===== src/rtl/npc_pkg.sv =====
// npc_pkg: shared definitions for the NPC writeback path.
//   WB_SRC_ALU/LSU/MDU : bit index of each execute unit in the source vectors
//   WB_NSRC            : number of writeback sources
//   WB_RD_W            : register-index width
//   NPC_XLEN           : default datapath width
//   wb_req_t           : one writeback request {rd, data}
package npc_pkg;

  localparam int WB_SRC_ALU = 0;
  localparam int WB_SRC_LSU = 1;
  localparam int WB_SRC_MDU = 2;
  localparam int WB_NSRC    = 3;
  localparam int WB_RD_W    = 5;
  localparam int NPC_XLEN   = 32;

  typedef struct packed {
    logic [WB_RD_W-1:0]  rd;
    logic [NPC_XLEN-1:0] data;
  } wb_req_t;

endpackage


===== src/rtl/wb_prio_pick.sv =====
// wb_prio_pick: combinational 3-way picker for the writeback arbiter.
//   valid_i    : per-source request valid
//   starving_i : per-source starving flag (all zero when starvation guard is off)
//   grant_o    : one-hot grant, zero when no source is valid
// Starving sources form the candidate set if any exist; otherwise every
// valid source does. The lowest index in the candidate set wins.
module wb_prio_pick
  import npc_pkg::*;
(
  input  logic [WB_NSRC-1:0] valid_i,
  input  logic [WB_NSRC-1:0] starving_i,
  output logic [WB_NSRC-1:0] grant_o
);

  logic [WB_NSRC-1:0] starve_valid;
  logic [WB_NSRC-1:0] cand;

  always_comb begin
    starve_valid = valid_i & starving_i;
    cand         = (|starve_valid) ? starve_valid : valid_i;
    grant_o      = '0;
    // Walk from the highest index down so the lowest candidate is the last write.
    for (int i = WB_NSRC - 1; i >= 0; i--) begin
      if (cand[i]) begin
        grant_o    = '0;
        grant_o[i] = 1'b1;
      end
    end
  end

endmodule


===== src/rtl/wb_arbiter.sv =====
// wb_arbiter: merges ALU/LSU/MDU results onto the single register-file write
// port and emits the matching scoreboard release.
//   clk, rst       : clock, asynchronous active-high reset
//   src_valid      : per-source result valid (bit 0 ALU, 1 LSU, 2 MDU)
//   src_ready      : per-source accept, combinational one-hot grant
//   src_rd         : 5-bit destination per source, packed by source index
//   src_data       : XLEN-bit result per source, packed by source index
//   rf_wen/_waddr/_wdata       : register-file write, one cycle after handshake
//   sb_release/sb_release_rd   : scoreboard clear, same strobe as rf_wen
// Build option: WB_STARVE_GUARD_EN adds per-source starvation counters; a
// source refused STARVE_LIMIT cycles in a row overrides fixed priority.
// Without it, grant is pure fixed priority ALU > LSU > MDU.
//
// Handshake: a transfer happens when src_valid[i] && src_ready[i]. Sources
// hold valid/rd/data stable until accepted. src_ready depends only on
// src_valid and the counter registers and is forced low during reset.
module wb_arbiter
  import npc_pkg::*;
#(
  parameter int XLEN         = 32,
  parameter int STARVE_LIMIT = 4
) (
  input  logic                      clk,
  input  logic                      rst,
  input  logic [WB_NSRC-1:0]        src_valid,
  output logic [WB_NSRC-1:0]        src_ready,
  input  logic [WB_NSRC*WB_RD_W-1:0] src_rd,
  input  logic [WB_NSRC*XLEN-1:0]   src_data,
  output logic                      rf_wen,
  output logic [WB_RD_W-1:0]        rf_waddr,
  output logic [XLEN-1:0]           rf_wdata,
  output logic                      sb_release,
  output logic [WB_RD_W-1:0]        sb_release_rd
);

  logic [WB_NSRC-1:0] starving;
  logic [WB_NSRC-1:0] grant;

`ifdef WB_STARVE_GUARD_EN
  logic [3:0] cnt_q [WB_NSRC];
  logic [3:0] cnt_d [WB_NSRC];

  always_comb begin
    for (int i = 0; i < WB_NSRC; i++) begin
      starving[i] = (cnt_q[i] == 4'(STARVE_LIMIT));
      // Idle sources sit at zero; a refused valid source counts up and saturates.
      if (grant[i] || !src_valid[i]) begin
        cnt_d[i] = '0;
      end else if (starving[i]) begin
        cnt_d[i] = cnt_q[i];
      end else begin
        cnt_d[i] = cnt_q[i] + 4'd1;
      end
    end
  end

  always_ff @(posedge clk or posedge rst) begin
    if (rst) begin
      for (int i = 0; i < WB_NSRC; i++) cnt_q[i] <= '0;
    end else begin
      for (int i = 0; i < WB_NSRC; i++) cnt_q[i] <= cnt_d[i];
    end
  end
`else
  assign starving = '0;
`endif

  wb_prio_pick u_pick (
    .valid_i    (src_valid),
    .starving_i (starving),
    .grant_o    (grant)
  );

  assign src_ready = rst ? '0 : grant;

  // Select the granted request; grant is one-hot so OR-reduction is a mux.
  logic [WB_RD_W-1:0] sel_rd;
  logic [XLEN-1:0]    sel_data;
  logic               hs_any;

  always_comb begin
    sel_rd   = '0;
    sel_data = '0;
    for (int i = 0; i < WB_NSRC; i++) begin
      if (grant[i]) begin
        sel_rd   = sel_rd | src_rd[i*WB_RD_W +: WB_RD_W];
        sel_data = sel_data | src_data[i*XLEN +: XLEN];
      end
    end
    hs_any = |(src_valid & src_ready);
  end

  // Output stage never stalls. Writes to x0 complete the handshake but raise
  // no strobe, so x0 is never written or released.
  logic               wen_q,   wen_d;
  logic [WB_RD_W-1:0] waddr_q, waddr_d;
  logic [XLEN-1:0]    wdata_q, wdata_d;

  always_comb begin
    wen_d   = hs_any && (sel_rd != '0);
    waddr_d = hs_any ? sel_rd : waddr_q;
    wdata_d = hs_any ? sel_data : wdata_q;
  end

  always_ff @(posedge clk or posedge rst) begin
    if (rst) begin
      wen_q   <= 1'b0;
      waddr_q <= '0;
      wdata_q <= '0;
    end else begin
      wen_q   <= wen_d;
      waddr_q <= waddr_d;
      wdata_q <= wdata_d;
    end
  end

  assign rf_wen        = wen_q;
  assign rf_waddr      = waddr_q;
  assign rf_wdata      = wdata_q;
  assign sb_release    = wen_q;
  assign sb_release_rd = waddr_q;

endmodule

===== config.mk =====
export PLATFORM = sky130hd
export DESIGN_NAME = wb_arbiter
export DESIGN_NICKNAME = d
export VERILOG_FILES = /design/src/rtl/npc_pkg.sv /design/src/rtl/wb_prio_pick.sv /design/src/rtl/wb_arbiter.sv
export SDC_FILE = /design/constraint.sdc
export NUM_CORES = 1
export LEC_CHECK = 0
export BUFFER_PORTS_ARGS = -buffer_cell sky130_fd_sc_hd__buf_2
export CAP_MARGIN = 20
export CORE_ASPECT_RATIO = 1.2
export CORE_UTILIZATION = 45
export DETAILED_ROUTE_END_ITERATION = 8
export PLACE_DENSITY_LB_ADDON = 0.25
export SLEW_MARGIN = 25
export SYNTH_ARGS = -nofsm -noshare
export SYNTH_HDL_FRONTEND = slang
export SYNTH_SLANG_ARGS = --single-unit

===== constraint.sdc =====
create_clock -name clk -period 2.5 [get_ports clk]
set_clock_uncertainty 0.1 [all_clocks]
set_input_delay 0.25 -clock clk [delete_from_list [all_inputs] [get_ports clk]]
set_output_delay 0.25 -clock clk [all_outputs]
set_load 0.05 [all_outputs]

After elaboration in Yosys (flattened, before gate mapping)
Cells that the tools add are included.
Word-level totals
  input port bits: 116
  output and inout port bits: 47
  word-level logic and storage cells: 21
  register bits: 38
Cells by class
  bitwise operators: 5
  reduce and logical (&&, ||, !) cells: 3
  mux-type cells: 10
Operator list (count)
  2-to-1 mux 32 bit: 3
  OR 32 bit: 2
  2-to-1 mux 5 bit: 3
  2-to-1 mux 3 bit: 4
  OR 5 bit: 2
  nonzero test 5 bit: 1
  bitwise AND 3 bit: 1
  OR reduction 3 bit: 1
  logical AND 1 bit: 1

Logic depth before layout (Yosys ltp)
  depth after elaboration: 10
  gate-level depth with buffers: 7
  gate-level depth less buffers: 4

Hierarchy
A second synthesis with hierarchy kept.
Second synthesis, totals
  cell total of the unflattened synthesis: 190
  area, all modules: 2083.2 um^2
By module, submodules not included
  wb_arbiter: seq. area each 950.9 um^2, area each 2016.9 um^2, cells each 181, times used 1
  wb_prio_pick: seq. area each 0.0 um^2, area each 66.3 um^2, cells each 9, times used 1

Worst setup path after synthesis
Ideal clock, no wire load.
  path type: input-to-output
  from: in src_valid[1]
  to: out src_ready[2]
  required time: 2.150 ns
  stages on the path: 5
  slack: 0.287 ns
  data arrival time: 1.863 ns
  buffers on the path: 3
  cells stage by stage: buf_6 > nor2b_4 > buf_6 > buf_6 > nor3b_1
Between the ends
  word-level cells in the longest chain between the ends: 3
RTL lines
  from (decl): RTL line wb_arbiter.sv:25  | input logic [WB_NSRC-1:0] src_valid,
  2-to-1 mux 3 bit (2 in a row): RTL line wb_prio_pick.sv:24  | if (cand[i]) begin
  2-to-1 mux 3 bit: RTL line wb_arbiter.sv:74  | assign src_ready = rst ? '0 : grant;
  to (decl): RTL line wb_arbiter.sv:26  | output logic [WB_NSRC-1:0] src_ready,
Every way passes these cells.

Final worst setup path
  from: in src_valid[1]
  to: out src_ready[1]
The elaborated chain is that of the path after synthesis.

==> key figures <==
Run status
  • Status: completed

Cells and area
  • Area growth syn-to-layout: 36.46%
  • N_diodes: 0
  • Nets: 493
  • Layout cell share with drive strength beyond 1: 57.41%

Clock tree
  • CTS root buf: clkbuf_8
  • H-tree depth reported by CTS: 2
  • Clock Path Buffers: 2
  • CTS tree: built
  • Sink Count: 38
  • Postcts setup bufs: 0
  • Worst skew pair latency: 0.28 ns
  • Clock transition at path regs: 0.07 ns
  • CTS Buf Count: 5

Placed design
  • Gp weighted congestion: 0.7731
  • Buffers on Ports: 162
  • Hpwl dp: 4573 um

Critical path
  • RR Startpoint: rf_wdata[31]$_DFFE_PP0P_
  • Worst setup endpoint: src_ready[1]
  • Worst Setup SP: src_valid[1]
  • Crit path capture type: primary output
  • R2R cell count: 1
  • FF-to-FF End: rf_wdata[31]$_DFFE_PP0P_
  • Critical path class: primary input to primary output
  • R2R setup slack: 1.62 ns
  • Arr. time, crit path: 1.54 ns
  • CP required: 2.15 ns
  • Worst-path fanout max: 31
  • CP startpoint kind: primary input

Global route
  • Pin count of the biggest net entering global routing: 41
  • GR Util All Layers: 20.80%
  • Initial antenna violation count: 0
  • Global-route wire length before repair: 8700 um
  • Vias in the first global route: 1912
  • Grt total ovfl: 0

Floorplan
  • Die outline height: 81.75 um
  • Core Box Area: 0.005010 mm^2
  • Total die area: 0.005596 mm^2
  • I/O pin count: 163
  • Die W: 68.46 um
  • Initial Utilization: 47.60%
  • Num rows: 28

Yosys
  • Cell Area, Synth: 0.002385 mm^2
  • Mapped Cells: 226
  • Distinct cells, synth: 25
  • Yosys Warn Count: 0
  • Syn Nets: 342
  • Synth Register Bits: 38
  • Share of the yosys chip area belonging to registers: 39.87%
  • Avg Inst Size Synth: 10.55 um^2

Detailed routing
  • Vias: 2268
  • DRC: 0
  • Total wire length: 6000 um
  • Routed len/inst: 13.70 um
  • Vias per cell: 5.178
  • Post-DRT Antenna Nets: 0
  • 1st-iter DRT viols: 112
  • First-pass DRT Iterations: 4

STA
  • Post-route clock period utilization: 75.60%
  • Setup tns final: 0 ns
  • Fin. Hold Viols: 0
  • Worst slew pin tran: 0.6139 ns
  • Min Clock Period, post-route: 1.890 ns
  • RSZ-0062 raised after global routing: false
  • Final Max Slew Viols: 0
  • Slew HR: 59.07%
  • Endpoints failing setup: 0
  • Peak Freq: 0.5291 GHz

Power and ir drop
  • Pleak: 1.723 nW
  • Tot Pwr: 2.150 mW
  • Peak supply drop: 0.3366 mV
  • PD cells: 660.7 mW/mm^2

Flow run
  • Total of max-cap violations: 0

Worst hold path
  • Worst Hold Class: primary input to flop
## placed cells by master (no fill, tap or decap), types with 2 or more instances in the layout
| master | n |
|---|---|
| dfrtp_1 | 38 |
| nor2b_1 | 5 |
| a22oi_1 | 31 |
| mux2_2 | 7 |
| inv_1 | 2 |
| clkbuf_8 | 5 |
| mux2_4 | 29 |
| o21ai_0 | 4 |
| nand2_1 | 32 |
| buf_4 | 7 |
| o21ai_1 | 30 |
| nand3b_1 | 4 |
| a21oi_1 | 8 |
| clkinv_2 | 2 |
| nor3b_1 | 2 |
| buf_2 | 162 |
## synth_stat cells, drive strengths merged
| cell type | count | area, um^2 |
|---|---|---|
| nor4 | 1 | 6.260 |
| mux2 | 36 | 514.3 |
| a21oi | 8 | 40.04 |
| dfrtp | 38 | 950.9 |
| nand3b | 4 | 30.03 |
| o31ai | 1 | 7.510 |
| nor3b | 2 | 15.01 |
| a21boi | 1 | 7.510 |
| inv | 2 | 7.510 |
| nor2b | 6 | 45.04 |
| buf | 19 | 160.2 |
| nor2 | 1 | 11.26 |
| a221o | 1 | 10.01 |
| o21ai | 34 | 170.2 |
| nor3 | 1 | 16.27 |
| a22oi | 32 | 245.2 |
| clkbuf | 7 | 27.52 |
| nand2 | 32 | 120.1 |
## cell families after synthesis
kind of cell           Yosys count  share of synthesized area [%]
AND/OR/NAND/NOR                 47                          10.23
buffers and inverters           28                          8.184
AO/OA/AOI/OAI                   77                          20.15
multiplexers                    36                          21.56
flip-flops                      38                          39.87
## critical path, cell delays in order
cell	delay, ns
buf_2	0.48
buf_4	0.31
nor3b_1	0.19
buf_2	0.29
## how the worst min path moves through the flow
stage / from / slack (ns) / end / cells past startpoint
after floorplan: rst / 0.25 / rf_waddr[3]$_DFFE_PP0P_ / 1
after global placement: rst / 0.29 / rf_wdata[28]$_DFFE_PP0P_ / 2
after detailed placement: rst / 0.30 / rf_waddr[3]$_DFFE_PP0P_ / 2
after CTS: src_rd[3] / 0.19 / rf_wen$_DFF_PP0_ / 3
after global routing: src_rd[3] / 0.19 / rf_wen$_DFF_PP0_ / 3
final: src_rd[3] / 0.19 / rf_wen$_DFF_PP0_ / 3
## flip-flops by register name, indices dropped and copies added (netlist names)
register  cells
rf_wdata     32
rf_waddr      5
rf_wen        1
## timing repair
item | 4_1_cts | 5_1_grt
gates resized for setup | 0 | 0
hold buffers | 1 | 0
endpoints found under the hold margin | 13 | 0
## cell type report
class | instances | area, um^2
Clock inverter | 3 | 40.04
Tap cell | 60 | 75.07
Fill cell | 439 | 1755
Clock buffer | 5 | 68.82
Sequential cell | 38 | 950.9
Multi-Input combinational cell | 160 | 1239
Inverter | 2 | 7.507
Timing Repair Buffer | 170 | 873.3
## metal layers
layer / GRT usage [%] / wire length [um] / vias up
met1: 24.21 / 2456 / 1054
li1: - / - / 1115
met2: 38.24 / 3105 / 92
met3: 3.194 / 374 / 7
met4: 6.250 / 63 / 0
met5: 0 / 0 / -
## through the flow
step,hold WS [ns],setup WS (ns),cells,utilization [%],instance area (um^2)
floorplan,0.2510,0.2872,226,-,2385
global placement,0.2865,0.5269,429,62.59,3136
detailed placement,0.3033,0.5082,429,62.59,3136
CTS,0.1869,0.5938,438,64.96,3254
global route,0.1861,0.5151,438,64.96,3254
finish,0.1911,0.6100,438,64.96,3254
## power breakdown
part	switching, mW	internal [mW]	leakage (nW)
registers	0.0519	0.705	0.464
clock network	0.210	0.293	0.0579
logic	0.583	0.306	1.20
(Power assumes the default switching activity.)
